File: config.mk
export PLATFORM = sky130hd
export DESIGN_NAME = systolic_pe_param
export DESIGN_NICKNAME = d
export VERILOG_FILES = /design/src/rtl/systolic_pe_param.sv
export SDC_FILE = /design/constraint.sdc
export NUM_CORES = 1
export LEC_CHECK = 0
export ABC_CLOCK_PERIOD_IN_PS = 5000
export CELL_PAD_IN_SITES_DETAIL_PLACEMENT = 1
export CELL_PAD_IN_SITES_GLOBAL_PLACEMENT = 1
export CORE_ASPECT_RATIO = 0.5
export CORE_UTILIZATION = 43
export CTS_BUF_LIST = sky130_fd_sc_hd__clkbuf_8 sky130_fd_sc_hd__clkbuf_16
export CTS_CLUSTER_DIAMETER = 30
export CTS_CLUSTER_SIZE = 16
export DETAILED_ROUTE_END_ITERATION = 6
export GPL_TIMING_DRIVEN = 0
export PLACE_DENSITY = 0.81
export SLEW_MARGIN = 15
export SYNTH_ARGS = -nofsm -noshare
export SYNTH_HDL_FRONTEND = slang
export SYNTH_SLANG_ARGS = --single-unit
File: constraint.sdc
create_clock -name clk -period 5 [get_ports clk]
set_input_delay 0.5 -clock clk [delete_from_list [all_inputs] [get_ports clk]]
set_output_delay 0.5 -clock clk [all_outputs]
set_load 0.02 [all_outputs]
File: src/rtl/systolic_pe_param.sv
// rtl/systolic_pe_param.sv - parametrised systolic PE: forwards A/B and accumulates signed K_LEN-pair tiles
// Optional output tile_cnt is present only when PE_TILE_CNT_EN is defined.
module systolic_pe_param #(
  parameter int DATA_W   = 8,
  parameter int ACC_W    = 32,
  parameter int K_LEN    = 4,
  parameter int SATURATE = 1
) (
  input  logic              clk,
  input  logic              reset,
  input  logic              clear,
  input  logic              valid_in,
  input  logic [DATA_W-1:0] a_in,
  input  logic [DATA_W-1:0] b_in,
  output logic [DATA_W-1:0] a_out,
  output logic [DATA_W-1:0] b_out,
  output logic              valid_out,
  output logic [ACC_W-1:0]  y_out,
  output logic              y_valid,
`ifdef PE_TILE_CNT_EN
  output logic              overflow,
  output logic [15:0]       tile_cnt
`else
  output logic              overflow
`endif
);

  localparam int CNT_W = (K_LEN > 1) ? $clog2(K_LEN) : 1;
  localparam logic [CNT_W-1:0] LAST_CNT = CNT_W'(K_LEN - 1);
  localparam logic [ACC_W-1:0] SAT_MAX  = {1'b0, {(ACC_W-1){1'b1}}};
  localparam logic [ACC_W-1:0] SAT_MIN  = {1'b1, {(ACC_W-1){1'b0}}};

  typedef enum logic {IDLE, ACCUM} state_t;

  state_t             state, state_d;
  logic [ACC_W-1:0]   acc, acc_d;
  logic [CNT_W-1:0]   count, count_d;
  logic               sticky, sticky_d;
  logic               done;

  logic signed [2*DATA_W-1:0] prod;
  logic [ACC_W:0]             prod_ext;
  logic [ACC_W:0]             sum;
  logic                       ovf;
  logic [ACC_W-1:0]           result;
  logic                       last_pair;

  always_ff @(posedge clk or posedge reset) begin
    if (reset) begin
      a_out     <= '0;
      b_out     <= '0;
      valid_out <= 1'b0;
    end else begin
      valid_out <= valid_in;
      if (valid_in) begin
        a_out <= a_in;
        b_out <= b_in;
      end
    end
  end

  // acc is held at zero while IDLE, so the first pair of a tile needs no special add path
  assign prod     = $signed(a_in) * $signed(b_in);
  assign prod_ext = {{(ACC_W+1-2*DATA_W){prod[2*DATA_W-1]}}, prod};
  assign sum      = {acc[ACC_W-1], acc} + prod_ext;
  assign ovf      = sum[ACC_W] ^ sum[ACC_W-1];

  always_comb begin
    result = sum[ACC_W-1:0];
    if ((SATURATE != 0) && ovf) begin
      result = sum[ACC_W] ? SAT_MIN : SAT_MAX;
    end
  end

  assign last_pair = (K_LEN == 1) || ((state == ACCUM) && (count == LAST_CNT));

  always_comb begin
    state_d  = state;
    acc_d    = acc;
    count_d  = count;
    sticky_d = sticky;
    done     = 1'b0;
    if (clear) begin
      state_d  = IDLE;
      acc_d    = '0;
      count_d  = '0;
      sticky_d = 1'b0;
    end else if (valid_in) begin
      if (last_pair) begin
        done     = 1'b1;
        state_d  = IDLE;
        acc_d    = '0;
        count_d  = '0;
        sticky_d = 1'b0;
      end else begin
        state_d  = ACCUM;
        acc_d    = result;
        count_d  = count + CNT_W'(1);
        sticky_d = sticky | ovf;
      end
    end
  end

  always_ff @(posedge clk or posedge reset) begin
    if (reset) begin
      state  <= IDLE;
      acc    <= '0;
      count  <= '0;
      sticky <= 1'b0;
    end else begin
      state  <= state_d;
      acc    <= acc_d;
      count  <= count_d;
      sticky <= sticky_d;
    end
  end

  always_ff @(posedge clk or posedge reset) begin
    if (reset) begin
      y_out    <= '0;
      overflow <= 1'b0;
      y_valid  <= 1'b0;
    end else begin
      y_valid <= done;
      if (done) begin
        y_out    <= result;
        overflow <= sticky | ovf;
      end
    end
  end

`ifdef PE_TILE_CNT_EN
  always_ff @(posedge clk or posedge reset) begin
    if (reset) begin
      tile_cnt <= '0;
    end else if (y_valid) begin
      tile_cnt <= tile_cnt + 16'd1;
    end
  end
`endif

endmodule

==> results.md <==
- Worst-path cell chain: clkbuf_8 > and2_4 > buf_4 > fa_1 > fa_1 > fa_2 > fa_1 > ha_4 > ha_4 > a21o_1 > a311oi_4 > o21ai_2 > nand3_2 > nand4_1 > a31oi_4 > buf_12 > xor2_4 > buf_12 > buf_12 > nand3_4 > o211ai_1
- FP Rows: 37
- Seq cells post-synth: a little under 90
- Clock Root Buffer: clkbuf_16
- Share of the synthesized area in the top cell type: 0.302
- Startpoint types: input port
- DRT antenna net count: 0
- Yosys cell types: 58
- GP Congestion: 0.898
- Clk_skew: 0.0147 ns
- Endpoints failing hold: 0
- Worst path max stage delay: roughly 0.8 ns
- Compound-Gate Fraction of Synth Area: 0.141
- H-tree depth: 3
- Max-slew headroom: 0.145
- Simple-gate share of the synthesized area: 0.104
- Starting Density: 0.445
- CTS tree: yes
- Post-Synth Adder-Cell Area: 0.405
- Synth Cell Area: 0.00927 mm²
- R2r setup slk: -1.19 ns
- Min Clock Period, post-route: 6.23 ns
- Post-Synth XOR/XNOR Area: 0.0321
- Syn Area/Cell: 10.1 µm²
- RSZ-0062 raised after global routing: true
- Via count: 9872
- Drt total wl: 53.8 mm
- Hold Crit Class: input port to flip-flop
- Gate Count Post-Synth: 919
- Largest family of logic cells by synthesized area: adder cells
- Post-synthesis mux area share: 0.0217
- Top cells by count, synth: fa_1, inv_1, nand2_1
- GRT Overall Usage: 0.377
- Top FF cell, synth: dfrtp_1
- Outcome: finished with violations
- Vias/cell: 7.10
- GR Overflow Total: 0
- CTS Buffer Depth: 2
- DRC viols: 39
- Initial antenna violation count: 5
- Final number of max-transition violations: 0
- Routed wire per std cell: 38.7 µm
- Synth async-reset ratio: 1.00
- Synth top area cells: fa_1, dfrtp_1, ha_1
- Failing checks: design-rule violations, negative setup slack
- I/O pin count: 71
- Sequential area share after synthesis: 0.235
- Clock sinks: 87
- CP max FO: 11
- I/O Buffers: 66
- Synth-to-layout area growth: 45.4%
- CORE AREA: about 0.021 mm²
- CTS buffer count: 9
- First-pass iteration count of the detailed router: 7
- Setup WS post-layout: -1.23 ns
- Die area: 0.0222 mm²
- First-pass GRT wire length: 61.5 mm
- Die Span Y: roughly 110 µm
- CP Capture Type: flip-flop
- Slew @ Worst Pin: 1.28 ns
- Period utilization: 1.25
- Post-synth top area cell: fa_1
- Worst path slowest cell: fa_1
- Initial DRC Count: roughly 1400
- Synth warn: 0
- Max cap viols: 0
- Clk slew on worst S/H paths: approximately 0.07 ns
- Post-synth EDFFs: 0
- Worst skew pair latency: between 0.3 and 0.4 ns
- Hold_ws: about 0.41 ns
- Setup violations, final: 66
- DP HPWL: 21.1 mm
- Max Fclk: about 0.16 GHz
- Req. time, crit path: 5.24 ns
- Layout cells sized above 1: 0.355
- Final nets: 1345
- Largest net degree at the start of global routing: 53
- Most common cell in the synthesized netlist: fa_1
- Vias in the first global route: about 10000
- Post-Syn Nets: 1152
- Critical path class: input port to flip-flop
- Die width: about 210 µm
- Cts hold-fix bufs: 0
- Crit path DAT: 6.47 ns
worst paths after layout:
| path | startpoint | end | cells after the start |
|---|---|---|---|
| max | b_in[1] | acc[5]$_DFFE_PP0P_ | 21 |
| min | b_in[6] | b_out[6]$_DFFE_PP0P_ | 2 |
| max reg2reg | acc[6]$_DFFE_PP0P_ | acc[5]$_DFFE_PP0P_ | 22 |
| min reg2reg | b_out[3]$_DFFE_PP0P_ | b_out[3]$_DFFE_PP0P_ | 1 |
| max in group asynchronous | reset | y_out[25]$_DFFE_PP0P_ | 3 |
| min in group asynchronous | reset | y_out[4]$_DFFE_PP0P_ | 2 |
state kept, by name, indices dropped and copies added, names as in the netlist:
| register | cells |
|---|---|
| y_out | 32 |
| overflow | 1 |
| sticky | 1 |
| valid_out | 1 |
| acc | 32 |
| b_out | 8 |
| state | 1 |
| count | 2 |
| y_valid | 1 |
| a_out | 8 |
cell type report:
class                   count  area, µm²
flip-flops and latches     87       2180
clock buffers              11        253
fillers                  2046       7360
diodes                      2       5.00
clock inverters             4       77.6
inverters                 109        428
repair buffers            185       1960
well taps                 273        342
multi-input cells         692       7880
plain buffers              28        348
metrics by stage:
| step | instances | utilization | worst slack, ns | area [µm²] | setup TNS, ns |
|---|---|---|---|---|---|
| final | 1391 | 0.647 | -1.23 | 13500 | -67.64 |
| after global routing | 1389 | 0.646 | -1.30 | 13500 | -74.32 |
| after CTS | 1342 | 0.599 | -0.565 | 12500 | -32.54 |
| after detailed placement | 1259 | 0.503 | -2.42 | 10500 | -149.97 |
| after global placement | 1258 | 0.502 | -2.30 | 10500 | -141.22 |
| after floorplan | 919 | - | -0.677 | 9460 | -42.22 |
worst max-delay path: cells and delay by family:
kind / cells / cell delay (ns)
buf+inv: 5 / 0.88
simple gates: 4 / 0.74
compound gates: 5 / 1.30
xor+xnor: 1 / 0.21
fa+ha+maj: 6 / 2.79
cell usage in the layout (no fill, tap or decap), drive strengths merged, types with 33 or more instances in the layout:
cell type	instances
dfrtp	87
buf	137
fa	140
ha	73
and2	38
nand2	95
o21ai	72
inv	106
clkbuf	33
a21oi	73
clkdlybuf4s50	54
nor2	42
cells by family (layout without fill, tap and decap cells):
logic type,Yosys count,in the layout
AO/OA/AOI/OAI,212,213
buffers and inverters,145,337
other,0,2
flip-flops,87,87
AND/OR/NAND/NOR,209,213
adder cells (fa/ha/maj),217,217
XOR/XNOR,31,31
multiplexers,18,18
what timing repair did:
| item | in CTS | in global routing |
|---|---|---|
| setup buffers | 59 | 51 |
| gates resized for setup | 281 | 127 |
| gates cloned | 15 | 2 |
| pin swaps | 94 | 83 |
| endpoints found under the setup margin | 66 | 66 |
routing by layer:
metal / vias up / part of all wire / track usage
met1: 4848 / 0.34 / 0.441
met3: 494 / 0.13 / 0.0924
met5: - / 0.0017 / 0
li1: 3458 / - / -
met4: 4 / 0.10 / 0.236
met2: 1068 / 0.42 / 0.627
Power is not shown: default switching activity piles up to over one toggle a cycle in this logic, so the estimate is an artifact.
